==> src/rtl/sd_reg_access_arbiter_if.sv <==
// Signal bundle between the SD register-access arbiter, the host bus,
// the command engine and the single-port register bank.
interface sd_reg_access_arbiter_if #(
  parameter int ADR_W  = 5,
  parameter int DATA_W = 128
);
  // host bus
  logic              host_req;
  logic              host_we;
  logic [ADR_W-1:0]  host_adr;
  logic [DATA_W-1:0] host_wdata;
  logic              host_ack;
  logic [DATA_W-1:0] host_rdata;
  logic              host_err;
  // command engine
  logic              command_complete;
  logic [DATA_W-1:0] response_i;
  logic [15:0]       normal_interrupt_status_i;
  logic [15:0]       error_interrupt_status_i;
  logic              core_busy;
  logic              core_ovf;
  // register bank port
  logic [ADR_W-1:0]  adr_o;
  logic              reg_write_en;
  logic              reg_read_en;
  logic [DATA_W-1:0] data_o;
  logic [DATA_W-1:0] reg_rdata;

  // environment side: host, command engine and bank
  modport master (
    output host_req, host_we, host_adr, host_wdata,
    output command_complete, response_i,
    output normal_interrupt_status_i, error_interrupt_status_i,
    output reg_rdata,
    input  host_ack, host_rdata, host_err, core_busy, core_ovf,
    input  adr_o, reg_write_en, reg_read_en, data_o
  );

  // arbiter side
  modport slave (
    input  host_req, host_we, host_adr, host_wdata,
    input  command_complete, response_i,
    input  normal_interrupt_status_i, error_interrupt_status_i,
    input  reg_rdata,
    output host_ack, host_rdata, host_err, core_busy, core_ovf,
    output adr_o, reg_write_en, reg_read_en, data_o
  );
endinterface

==> src/rtl/sd_reg_access_arbiter.sv <==
// Shares the single-port SD host register bank between the host bus and the
// command engine. Each command_complete snapshot is posted as two writes
// (response word, then interrupt status); host and core alternate when both wait.
//
// state        | meaning
// -------------+-----------------------------------------------------------
// IDLE         | no bank access; arbitrate host request vs pending core event
// HOST_WR      | host write strobe + ack
// HOST_RD      | host read strobe
// HOST_RD_WAIT | bank data returns; host ack with read data
// HOST_ERR     | host address out of range; ack + err, no bank access
// CORE_RESP    | write captured response word to RESP_ADR
// CORE_STAT    | write captured interrupt status to STAT_ADR, release snapshot
module sd_reg_access_arbiter #(
  parameter int ADR_W    = 5,
  parameter int DATA_W   = 128,
  parameter int MAX_ADR  = 15,
  parameter int RESP_ADR = 4,
  parameter int STAT_ADR = 12
) (
  input logic                    clock,
  input logic                    reset,
  sd_reg_access_arbiter_if.slave bus
);

  localparam logic [ADR_W-1:0] MAX_ADR_L  = ADR_W'(MAX_ADR);
  localparam logic [ADR_W-1:0] RESP_ADR_L = ADR_W'(RESP_ADR);
  localparam logic [ADR_W-1:0] STAT_ADR_L = ADR_W'(STAT_ADR);

  typedef enum logic [2:0] {
    IDLE,
    HOST_WR,
    HOST_RD,
    HOST_RD_WAIT,
    HOST_ERR,
    CORE_RESP,
    CORE_STAT
  } state_t;

  state_t            state_q, state_d;
  logic              pend_q, pend_d;
  logic              ovf_q, ovf_d;
  logic              last_host_q, last_host_d;   // 1 = host had the last grant
  logic [DATA_W-1:0] resp_q, resp_d;
  logic [31:0]       stat_q, stat_d;
  logic [DATA_W-1:0] rdata_q, rdata_d;
  logic              stat_clear;

  logic              ack_q, ack_d;
  logic              err_q, err_d;
  logic              we_q, we_d;
  logic              re_q, re_d;
  logic [ADR_W-1:0]  adr_q, adr_d;
  logic [DATA_W-1:0] data_q, data_d;
  logic              busy_q, busy_d;

  // Next state, snapshot capture, and output values decoded from the upcoming state.
  always_comb begin
    state_d     = state_q;
    pend_d      = pend_q;
    ovf_d       = ovf_q;
    last_host_d = last_host_q;
    resp_d      = resp_q;
    stat_d      = stat_q;
    rdata_d     = rdata_q;
    ack_d       = 1'b0;
    err_d       = 1'b0;
    we_d        = 1'b0;
    re_d        = 1'b0;
    adr_d       = '0;
    data_d      = '0;
    stat_clear  = (state_q == CORE_STAT);

    // The snapshot slot frees up in CORE_STAT, so an event landing there is kept.
    if (bus.command_complete) begin
      if (!pend_q || stat_clear) begin
        resp_d = bus.response_i;
        stat_d = {bus.error_interrupt_status_i, bus.normal_interrupt_status_i};
        pend_d = 1'b1;
      end else begin
        ovf_d = 1'b1;
      end
    end else if (stat_clear) begin
      pend_d = 1'b0;
    end

    case (state_q)
      IDLE: begin
        if (pend_q && (!bus.host_req || last_host_q)) begin
          state_d = CORE_RESP;
        end else if (bus.host_req) begin
          if (bus.host_adr > MAX_ADR_L) state_d = HOST_ERR;
          else if (bus.host_we)         state_d = HOST_WR;
          else                          state_d = HOST_RD;
        end
      end
      HOST_WR: begin
        last_host_d = 1'b1;
        state_d     = IDLE;
      end
      HOST_RD: state_d = HOST_RD_WAIT;
      HOST_RD_WAIT: begin
        rdata_d     = bus.reg_rdata;
        last_host_d = 1'b1;
        state_d     = IDLE;
      end
      HOST_ERR: begin
        last_host_d = 1'b1;
        state_d     = IDLE;
      end
      CORE_RESP: state_d = CORE_STAT;
      CORE_STAT: begin
        last_host_d = 1'b0;
        state_d     = IDLE;
      end
      default: state_d = IDLE;
    endcase

    // Outputs are registered from the state being entered, so they line up
    // with that state's cycle.
    case (state_d)
      HOST_WR: begin
        adr_d  = bus.host_adr;
        data_d = bus.host_wdata;
        we_d   = 1'b1;
        ack_d  = 1'b1;
      end
      HOST_RD: begin
        adr_d = bus.host_adr;
        re_d  = 1'b1;
      end
      HOST_RD_WAIT: ack_d = 1'b1;
      HOST_ERR: begin
        ack_d = 1'b1;
        err_d = 1'b1;
      end
      CORE_RESP: begin
        adr_d  = RESP_ADR_L;
        data_d = resp_q;
        we_d   = 1'b1;
      end
      CORE_STAT: begin
        adr_d  = STAT_ADR_L;
        data_d = DATA_W'(stat_q);
        we_d   = 1'b1;
      end
      default: ;
    endcase

    busy_d = pend_d || (state_d == CORE_RESP) || (state_d == CORE_STAT);
  end

  // FSM state register.
  always_ff @(posedge clock or negedge reset) begin
    if (!reset) state_q <= IDLE;
    else        state_q <= state_d;
  end

  // Snapshot, arbitration history and registered bank/host outputs.
  always_ff @(posedge clock or negedge reset) begin
    if (!reset) begin
      pend_q      <= 1'b0;
      ovf_q       <= 1'b0;
      last_host_q <= 1'b0;
      resp_q      <= '0;
      stat_q      <= '0;
      rdata_q     <= '0;
      ack_q       <= 1'b0;
      err_q       <= 1'b0;
      we_q        <= 1'b0;
      re_q        <= 1'b0;
      adr_q       <= '0;
      data_q      <= '0;
      busy_q      <= 1'b0;
    end else begin
      pend_q      <= pend_d;
      ovf_q       <= ovf_d;
      last_host_q <= last_host_d;
      resp_q      <= resp_d;
      stat_q      <= stat_d;
      rdata_q     <= rdata_d;
      ack_q       <= ack_d;
      err_q       <= err_d;
      we_q        <= we_d;
      re_q        <= re_d;
      adr_q       <= adr_d;
      data_q      <= data_d;
      busy_q      <= busy_d;
    end
  end

  // Bank data only arrives in the ack cycle, so it is passed straight through
  // there and the captured copy is held afterwards.
  assign bus.host_rdata   = (state_q == HOST_RD_WAIT) ? bus.reg_rdata : rdata_q;
  assign bus.host_ack     = ack_q;
  assign bus.host_err     = err_q;
  assign bus.core_busy    = busy_q;
  assign bus.core_ovf     = ovf_q;
  assign bus.adr_o        = adr_q;
  assign bus.reg_write_en = we_q;
  assign bus.reg_read_en  = re_q;
  assign bus.data_o       = data_q;

endmodule
==> src/flat_wrapper.sv <==
// flat-port wrapper written by rule: the top's interface ports become plain ports
module sd_reg_access_arbiter_flat 
#(
  parameter int ADR_W    = 5,
  parameter int DATA_W   = 128,
  parameter int MAX_ADR  = 15,
  parameter int RESP_ADR = 4,
  parameter int STAT_ADR = 12
)
  (clock, reset, bus_host_req, bus_host_we, bus_host_adr, bus_host_wdata, bus_command_complete, bus_response_i, bus_normal_interrupt_status_i, bus_error_interrupt_status_i, bus_reg_rdata, bus_host_ack, bus_host_rdata, bus_host_err, bus_core_busy, bus_core_ovf, bus_adr_o, bus_reg_write_en, bus_reg_read_en, bus_data_o);
  sd_reg_access_arbiter_if #(.ADR_W(ADR_W), .DATA_W(DATA_W)) bus_i ();
  input logic clock;
  input logic reset;
  input wire logic [$bits(bus_i.host_req)-1:0] bus_host_req;
  input wire logic [$bits(bus_i.host_we)-1:0] bus_host_we;
  input wire logic [$bits(bus_i.host_adr)-1:0] bus_host_adr;
  input wire logic [$bits(bus_i.host_wdata)-1:0] bus_host_wdata;
  input wire logic [$bits(bus_i.command_complete)-1:0] bus_command_complete;
  input wire logic [$bits(bus_i.response_i)-1:0] bus_response_i;
  input wire logic [$bits(bus_i.normal_interrupt_status_i)-1:0] bus_normal_interrupt_status_i;
  input wire logic [$bits(bus_i.error_interrupt_status_i)-1:0] bus_error_interrupt_status_i;
  input wire logic [$bits(bus_i.reg_rdata)-1:0] bus_reg_rdata;
  output wire logic [$bits(bus_i.host_ack)-1:0] bus_host_ack;
  output wire logic [$bits(bus_i.host_rdata)-1:0] bus_host_rdata;
  output wire logic [$bits(bus_i.host_err)-1:0] bus_host_err;
  output wire logic [$bits(bus_i.core_busy)-1:0] bus_core_busy;
  output wire logic [$bits(bus_i.core_ovf)-1:0] bus_core_ovf;
  output wire logic [$bits(bus_i.adr_o)-1:0] bus_adr_o;
  output wire logic [$bits(bus_i.reg_write_en)-1:0] bus_reg_write_en;
  output wire logic [$bits(bus_i.reg_read_en)-1:0] bus_reg_read_en;
  output wire logic [$bits(bus_i.data_o)-1:0] bus_data_o;
  assign bus_i.host_req = bus_host_req;
  assign bus_i.host_we = bus_host_we;
  assign bus_i.host_adr = bus_host_adr;
  assign bus_i.host_wdata = bus_host_wdata;
  assign bus_i.command_complete = bus_command_complete;
  assign bus_i.response_i = bus_response_i;
  assign bus_i.normal_interrupt_status_i = bus_normal_interrupt_status_i;
  assign bus_i.error_interrupt_status_i = bus_error_interrupt_status_i;
  assign bus_i.reg_rdata = bus_reg_rdata;
  assign bus_host_ack = bus_i.host_ack;
  assign bus_host_rdata = bus_i.host_rdata;
  assign bus_host_err = bus_i.host_err;
  assign bus_core_busy = bus_i.core_busy;
  assign bus_core_ovf = bus_i.core_ovf;
  assign bus_adr_o = bus_i.adr_o;
  assign bus_reg_write_en = bus_i.reg_write_en;
  assign bus_reg_read_en = bus_i.reg_read_en;
  assign bus_data_o = bus_i.data_o;
  sd_reg_access_arbiter #(.ADR_W(ADR_W), .DATA_W(DATA_W), .MAX_ADR(MAX_ADR), .RESP_ADR(RESP_ADR), .STAT_ADR(STAT_ADR)) u_core (.clock(clock), .reset(reset), .bus(bus_i));
endmodule
==> config.mk <==
export PLATFORM = sky130hd
export DESIGN_NAME = sd_reg_access_arbiter_flat
export DESIGN_NICKNAME = d
export VERILOG_FILES = /design/src/rtl/sd_reg_access_arbiter_if.sv /design/src/rtl/sd_reg_access_arbiter.sv /design/src/flat_wrapper.sv
export SDC_FILE = /design/constraint.sdc
export NUM_CORES = 1
export LEC_CHECK = 0
export CAP_MARGIN = 20
export CORE_AREA = 4 4 270 272
export DETAILED_ROUTE_END_ITERATION = 16
export DIE_AREA = 0 0 274 276
export GPL_TIMING_DRIVEN = 0
export PLACE_DENSITY_LB_ADDON = 0.12
export SLEW_MARGIN = 25
export SYNTH_ARGS = -nofsm -noshare
export SYNTH_HDL_FRONTEND = slang
export SYNTH_SLANG_ARGS = --single-unit
==> constraint.sdc <==
create_clock -name clock -period 1.9 [get_ports clock]
set_clock_uncertainty 0.1 [all_clocks]
set_input_delay 0.38 -clock clock [delete_from_list [all_inputs] [get_ports clock]]
set_output_delay 0.38 -clock clock [all_outputs]
set_load 0.02 [all_outputs]
==> impl_metrics.yaml, run 1 <==
layout:
  final_area_um2: 28700
  area_growth_pct: 68.3
  finalNonFillerCells: 3048
  register_area_um2: 10800
  final_common_cell: "clkdlybuf4s50_1"
  nFillCells: 6784
  nNetsFinal: 2469
  drive_gt1_frac: 0.345
  mostFrequentLayoutCells: "clkdlybuf4s50_1 (562), dfrtp_1 (428), nand2_1 (200)"
  multi_input_comb_area_um2: 5990
yosys:
  avgSynthCellArea_um2: 13.8
  synthMuxAreaShare: 0.231
  synth-edff-count: 0
  ys_seq_elements: 432
  async_flop_share: 1.00
  syn_nets: 1656
  synth_seq_area_share: 0.635
  synth_compound_area_frac: 0.0444
  synth_top_family_by_area: "multiplexers"
  synth_cell_type_count: 34
  syn_inst: 1230
  syn-cell-area_um2: 17000
  synth_fa_ha_area_frac: 0
  ys.flop_type: "dfrtp_1"
  yosysWarnings: 0
  synthSimpleGateAreaFrac: 0.0580
  yosys.area_share.xor_xnor: 0
critical_path:
  crit_type: "reg2out"
  r2r-start: "u_core.state_q[2]"
  crit_required_ps: 1420
  cp_cell_sequence: "inv_2 > nand3_4 > buf_12 > buf_12 > buf_8 > buf_6 > mux2_4 > buf_6"
  max_stage_delay_ps: 410
  critPathLaunch: "u_core.state_q[2]"
  crit_path_start_kind: "flip-flop"
  arrival_ps: 2230
  crit_path_end_kind: "primary output"
  crit_fanout: 4
  crit_slowest_cell: "dfrtp_2"
cts:
  cts_root_buf: "clkbuf_16"
  cts_tree: "done"
  cts_made_buffers: 52
  clk_latency_ps: 590
  htree_levels: 2
  clk_pin_slew_ps: 60
  cts.sinks: 432
  cts_buffer_depth: 3
floorplan:
  core_um2: 70800
  initial_core_util: 0.241
  die_h_um: 276
  die_width_um: 274
  rows: 98
  die_area_um2: 75600
  io_pins: 693
sta:
  setup_ws_ps: -808
  final.period_utilization: 1.43
  relSlewSlack: 0.481
  worst_hold_slack_ps: 239
  tns_ps: -212080
  worst_slew_pin_slew_ps: 778
  finalSetupViolCount: 697
  post-route-min-period_ps: 2710
  rsz0062_at_grt: "yes"
  timing.fmax_mhz: 369
  final_max_slew_viol_count: 0
  hold_viol: 0
route:
  vias_per_cell: 4.21
  drt_first_pass_iters: 4
  drt-initial-drc-count: 569
  vias: 12800
  route.detailed.wl_per_inst_um: 23.3
  drc_errors: 0
  drt-total-wl_mm: 71.1
  drtAntennaViolNets: 0
power_and_ir_drop:
  power_mw: 46.7
  ir_worst_vdd_mv: 0.813
  leakagePower_nw: 12.4
  powerDensity_nw_per_um2: 1630
  clkPwrFrac: 0.222
  p_sw_frac: 0.348
  switching_power_mw: 16.2
  p_seq_frac: 0.324
  p_comb_frac: 0.454
  intPower_mw: 30.4
placed_design:
  hpwlAfterDp_mm: 52.7
  placed_cell_area_um2: 25300
  dp_cells: 2877
  port_buffers: 692
  place.gp.congestion: 0.820
global_route:
  grt_pass1_vias: 13800
  grt_overflow_total: 0
  grtUsageTotal: 0.176
  grt_first_pass_wirelength_mm: 98.7
  grt_max_degree: 86
  antenna_found_initial: 33
status:
  violations: "setup timing"
  status: "finished with violations"
run:
  drv_cap: 0
worst_hold_path:
  worstHoldStart: "bus_host_wdata[94]"
  hold_path_class: "in2reg"
registers in the layout (all words and copies together) (netlist names):
signal	count
u_core.bus.adr_o	5
u_core.bus.core_ovf	1
u_core.bus.reg_read_en	1
u_core.stat_q	32
u_core.bus.host_ack	1
u_core.last_host_q	1
u_core.bus.core_busy	1
u_core.bus.host_err	1
u_core.bus.data_o	128
u_core.pend_q	1
u_core.bus.reg_write_en	1
u_core.rdata_q	128
u_core.resp_q	128
u_core.state_q	3
worst paths after layout:
kind	to	slack, ps	cells past startpoint
setup reg to reg	u_core.bus.data_o[10]	-350	11
hold reg to reg	u_core.bus.data_o[12]	380	2
min in group asynchronous	u_core.last_host_q	910	5
max in group asynchronous	u_core.rdata_q[20]	-550	7
hold / removal	u_core.bus.data_o[94]	240	3
setup / recovery	bus_host_rdata[118]	-810	8
cell families after synthesis:
kind of cell / Yosys count
other: 1
buffers and inverters: 79
DFF: 432
and+or+nand+nor: 253
muxes: 320
AOI/OAI and AO/OA: 145
synthesized netlist by cell type (2+ instances only):
library cell	number	area, um2
a21oi_1	102	510
buf_4	2	15.0
mux2i_1	32	320
o21ai_1	11	55.1
buf_6	2	22.5
nor2_1	8	30.0
dfrtp_1	432	10800
mux2_4	100	1500
buf_1	5	18.8
mux2_2	188	2120
and2_1	2	12.5
and3_1	3	18.8
buf_12	10	200
nand3_1	2	10.0
nand2b_1	2	12.5
inv_1	4	15.0
buf_2	36	180
o21ai_0	25	125
clkbuf_1	19	71.3
nand2_1	230	863
nand3b_1	2	15.0
metrics by stage:
step,util,setup slack [ps]
after floorplan,-,-38.8
after global routing,0.405,-927
final,0.405,-808
after CTS,0.387,-924
after global placement,0.356,-20320
after detailed placement,0.358,-1500
power by group through the flow:
stage | combinational, mW | sequential, mW | clock, mW
detailed placement | 19.9 | 15.2 | 0
floorplan | 9.20 | 16.2 | 0
finish | 21.2 | 15.1 | 10.4
CTS | 19.8 | 15.1 | 10.8
global placement | 19.8 | 15.3 | 0
global route | 22.5 | 15.6 | 11.1
layer usage:
metal,routed length (um),vias up,track usage
met5,166,-,0
met4,2080,24,0.0610
met3,7280,117,0.0817
met2,35800,455,0.304
met1,25800,6385,0.191
li1,-,5846,-
layout make-up:
| cell class | instances | share of cell area |
|---|---|---|
| timing repair buffer | 763 | 0.275 |
| clock inverter | 18 | 0.00794 |
| sequential | 432 | 0.377 |
| multi-input combinational | 719 | 0.209 |
| clock buffer | 75 | 0.0544 |
| buffer | 71 | 0.0330 |
| inverter | 4 | 0.000524 |
| antenna | 16 | 0.00140 |
| tap | 950 | 0.0415 |
repair_timing:
| item | 4_1_cts | 5_1_grt |
|---|---|---|
| buffers inserted | 9 | 37 |
| pin swaps | 0 | 44 |
| resized for setup | 518 | 405 |
| endpoints found under the hold margin | 267 | 166 |
| cloned | 0 | 16 |
| hold buffers | 4 | 1 |
| endpoints found under the setup margin | 678 | 712 |
worst max-delay path: cells and delay by family (launching register included):
family                 cells  cell delay, ps
multiplexers               1             300
flip-flops                 1             410
buffers and inverters      6             750
AND/OR/NAND/NOR            1             160
(Power assumes the default switching activity.)
==> run 2, diff against run 1 <==
--- a/config.mk
+++ b/config.mk
@@ -6,11 +6,13 @@
 export NUM_CORES = 1
 export LEC_CHECK = 0
 export CAP_MARGIN = 20
-export CORE_AREA = 4 4 270 272
+export CORE_AREA = 4 4 267 269
+export CTS_BUF_LIST = sky130_fd_sc_hd__clkbuf_4
 export DETAILED_ROUTE_END_ITERATION = 16
-export DIE_AREA = 0 0 274 276
+export DIE_AREA = 0 0 271 273
 export GPL_TIMING_DRIVEN = 0
 export PLACE_DENSITY_LB_ADDON = 0.12
+export REMOVE_ABC_BUFFERS = 1
 export SLEW_MARGIN = 25
 export SYNTH_ARGS = -nofsm -noshare
 export SYNTH_HDL_FRONTEND = slang
==> run 2 against run 1 <==
  * The run ends with hold timing, setup timing left
  * Total power up 8.8%
  * Utilization up 8.1 points
  * Clock-buffer cell count up 120
  * Clock power down 11%
  * Critical path type unchanged
  * First-iteration DRC count down 2.1%
  * Maximum frequency down 9.9%
  * Via count up 16%
  * Design area up 16%
  * Non-clock buffer count up 354
  * Sequential share of layout area down 5.3 points
  * Final cell count up 16%
  * Wire length up 9.0%
  * Largest power group unchanged
==> impl_metrics.yaml, run 2 (synthesized netlist as in run 1, its figures left out) <==
cts:
  cts_made_buffers: 132
  cts_buffer_depth: 3
  cts_root_buf: "clkbuf_4"
  cts.sinks: 432
  clk_pin_slew_ps: 70
  clk_latency_ps: 900
  cts_tree: "done"
  ctsHoldBuffers: 293
  htree_levels: 4
layout:
  final_area_um2: 33400
  finalNonFillerCells: 3525
  mostFrequentLayoutCells: "dfrtp_1 (428), clkdlybuf4s50_1 (424), dlygate4sd3_1 (293)"
  post-route-util: 0.487
  drive_gt1_frac: 0.385
  final_common_cell: "dfrtp_1"
  area_growth_pct: 96.0
  nNetsFinal: 2907
status:
  violations: "hold timing, setup timing"
  status: "finished with violations"
placed_design:
  dp_cells: 2808
  hpwlAfterDp_mm: 47.6
  port_buffers: 692
  placed_cell_area_um2: 25300
  place.gp.congestion: 0.800
sta:
  finalSetupViolCount: 441
  hold_viol: 156
  worst_slew_pin_slew_ps: 666
  setup_ws_ps: -1110
  rsz0062_at_grt: "yes"
  final.period_utilization: 1.58
  timing.fmax_mhz: 333
  post-route-min-period_ps: 3010
  relSlewSlack: 0.556
  final_max_slew_viol_count: 0
  tns_ps: -274180
  worst_hold_slack_ps: -656
floorplan:
  die_width_um: 271
  rows: 96
  die_h_um: 273
  core_um2: 68600
  die_area_um2: 74000
  io_pins: 693
  initial_core_util: 0.248
route:
  drt-total-wl_mm: 77.5
  drt_first_pass_iters: 6
  vias: 14800
  drtAntennaViolNets: 0
  drc_errors: 0
  vias_per_cell: 4.20
  drt-initial-drc-count: 557
  route.detailed.wl_per_inst_um: 22.0
power_and_ir_drop:
  ir_worst_vdd_mv: 0.664
  p_comb_frac: 0.514
  powerDensity_nw_per_um2: 1520
  p_seq_frac: 0.303
  intPower_mw: 32.7
  clkPwrFrac: 0.183
  switching_power_mw: 18.0
  p_sw_frac: 0.355
  leakagePower_nw: 15.2
global_route:
  grt_pass1_vias: 16500
  grt_max_degree: 86
  grt_first_pass_wirelength_mm: 111
  antenna_found_initial: 17
  grtUsageTotal: 0.202
  grt_overflow_total: 0
critical_path:
  crit_path_end_kind: "primary output"
  crit_fanout: 8
  reg2reg_depth: 13
  critical_path_depth: 7
  crit_type: "reg2out"
  crit_path_start_kind: "flip-flop"
  max_stage_delay_ps: 420
  critPathTopFamily: "buffers and inverters"
  path_buf_inv: 5
  arrival_ps: 2530
  crit_slowest_cell: "dfrtp_2"
  cp_cell_sequence: "clkinvlp_4 > nand3_4 > buf_12 > buf_16 > clkbuf_16 > mux2_4 > buf_6"
  crit_required_ps: 1420
run:
  drv_cap: 0
worst_hold_path:
  hold_path_class: "in2async"
[run 2: per-stage QoR]
stage	setup WS, ps	total power, mW
2_1_floorplan	-4740	25.0
3_3_place_gp	-20450	32.3
3_5_place_dp	-1530	35.0
4_1_cts	-1270	49.8
5_1_grt	-1280	53.6
6_report	-1110	50.8
[run 2: worst register-to-register path, cell delays in order (launching register included)]
cell,delay [ps]
dfrtp_2,420
buf_4,140
buf_6,100
buf_6,100
buf_6,100
buf_6,120
nand3b_1,120
nand2_1,100
and2_4,200
buf_8,130
buf_16,140
buf_12,140
bufbuf_16,260
mux2_4,290
[run 2: per-layer routing]
layer / vias up / global-route usage / share of wire
li1: 6812 / - / -
met1: 7251 / 0.220 / 0.37
met2: 609 / 0.352 / 0.51
met3: 146 / 0.0880 / 0.090
met4: 4 / 0.0733 / 0.028
met5: - / 0 / 0.00035
[run 2: power by group through the flow]
stage	logic (mW)	registers, mW	clock network (mW)
finish	26.1	15.4	9.27
global route	27.5	15.8	10.2
CTS	24.8	15.3	9.69
detailed placement	19.8	15.2	0
global placement	17.5	14.7	0
floorplan	9.18	15.8	0
[run 2: final cells by class]
cell class                 count  area, um2
fill                        6170      35200
multi-input combinational    723       6230
tap                          931       1160
clock buffer                 195       1460
inverter                       4       18.8
clock inverter                32        185
timing repair buffer        1188      13400
sequential                   432      10800
antenna                       20       50.0
[run 2: repair_timing]
action	4_1_cts	5_1_grt
setup endpoints to repair	652	564
resized for setup	1718	153
setup buffers	91	38
hold endpoints to repair	572	263
pin swaps	13	5
cloned	46	7
[run 2: worst paths after layout]
path                                    start  slack (ps)              endpoint
setup / recovery            u_core.state_q[2]       -1110     bus_host_rdata[0]
hold / removal                          reset        -660      u_core.resp_q[3]
setup reg to reg            u_core.state_q[2]        -700    u_core.resp_q[103]
hold reg to reg              u_core.stat_q[7]         370  u_core.bus.data_o[7]
max in group asynchronous               reset         660    u_core.rdata_q[65]
min in group clock         bus_reg_rdata[120]         -10   u_core.rdata_q[120]
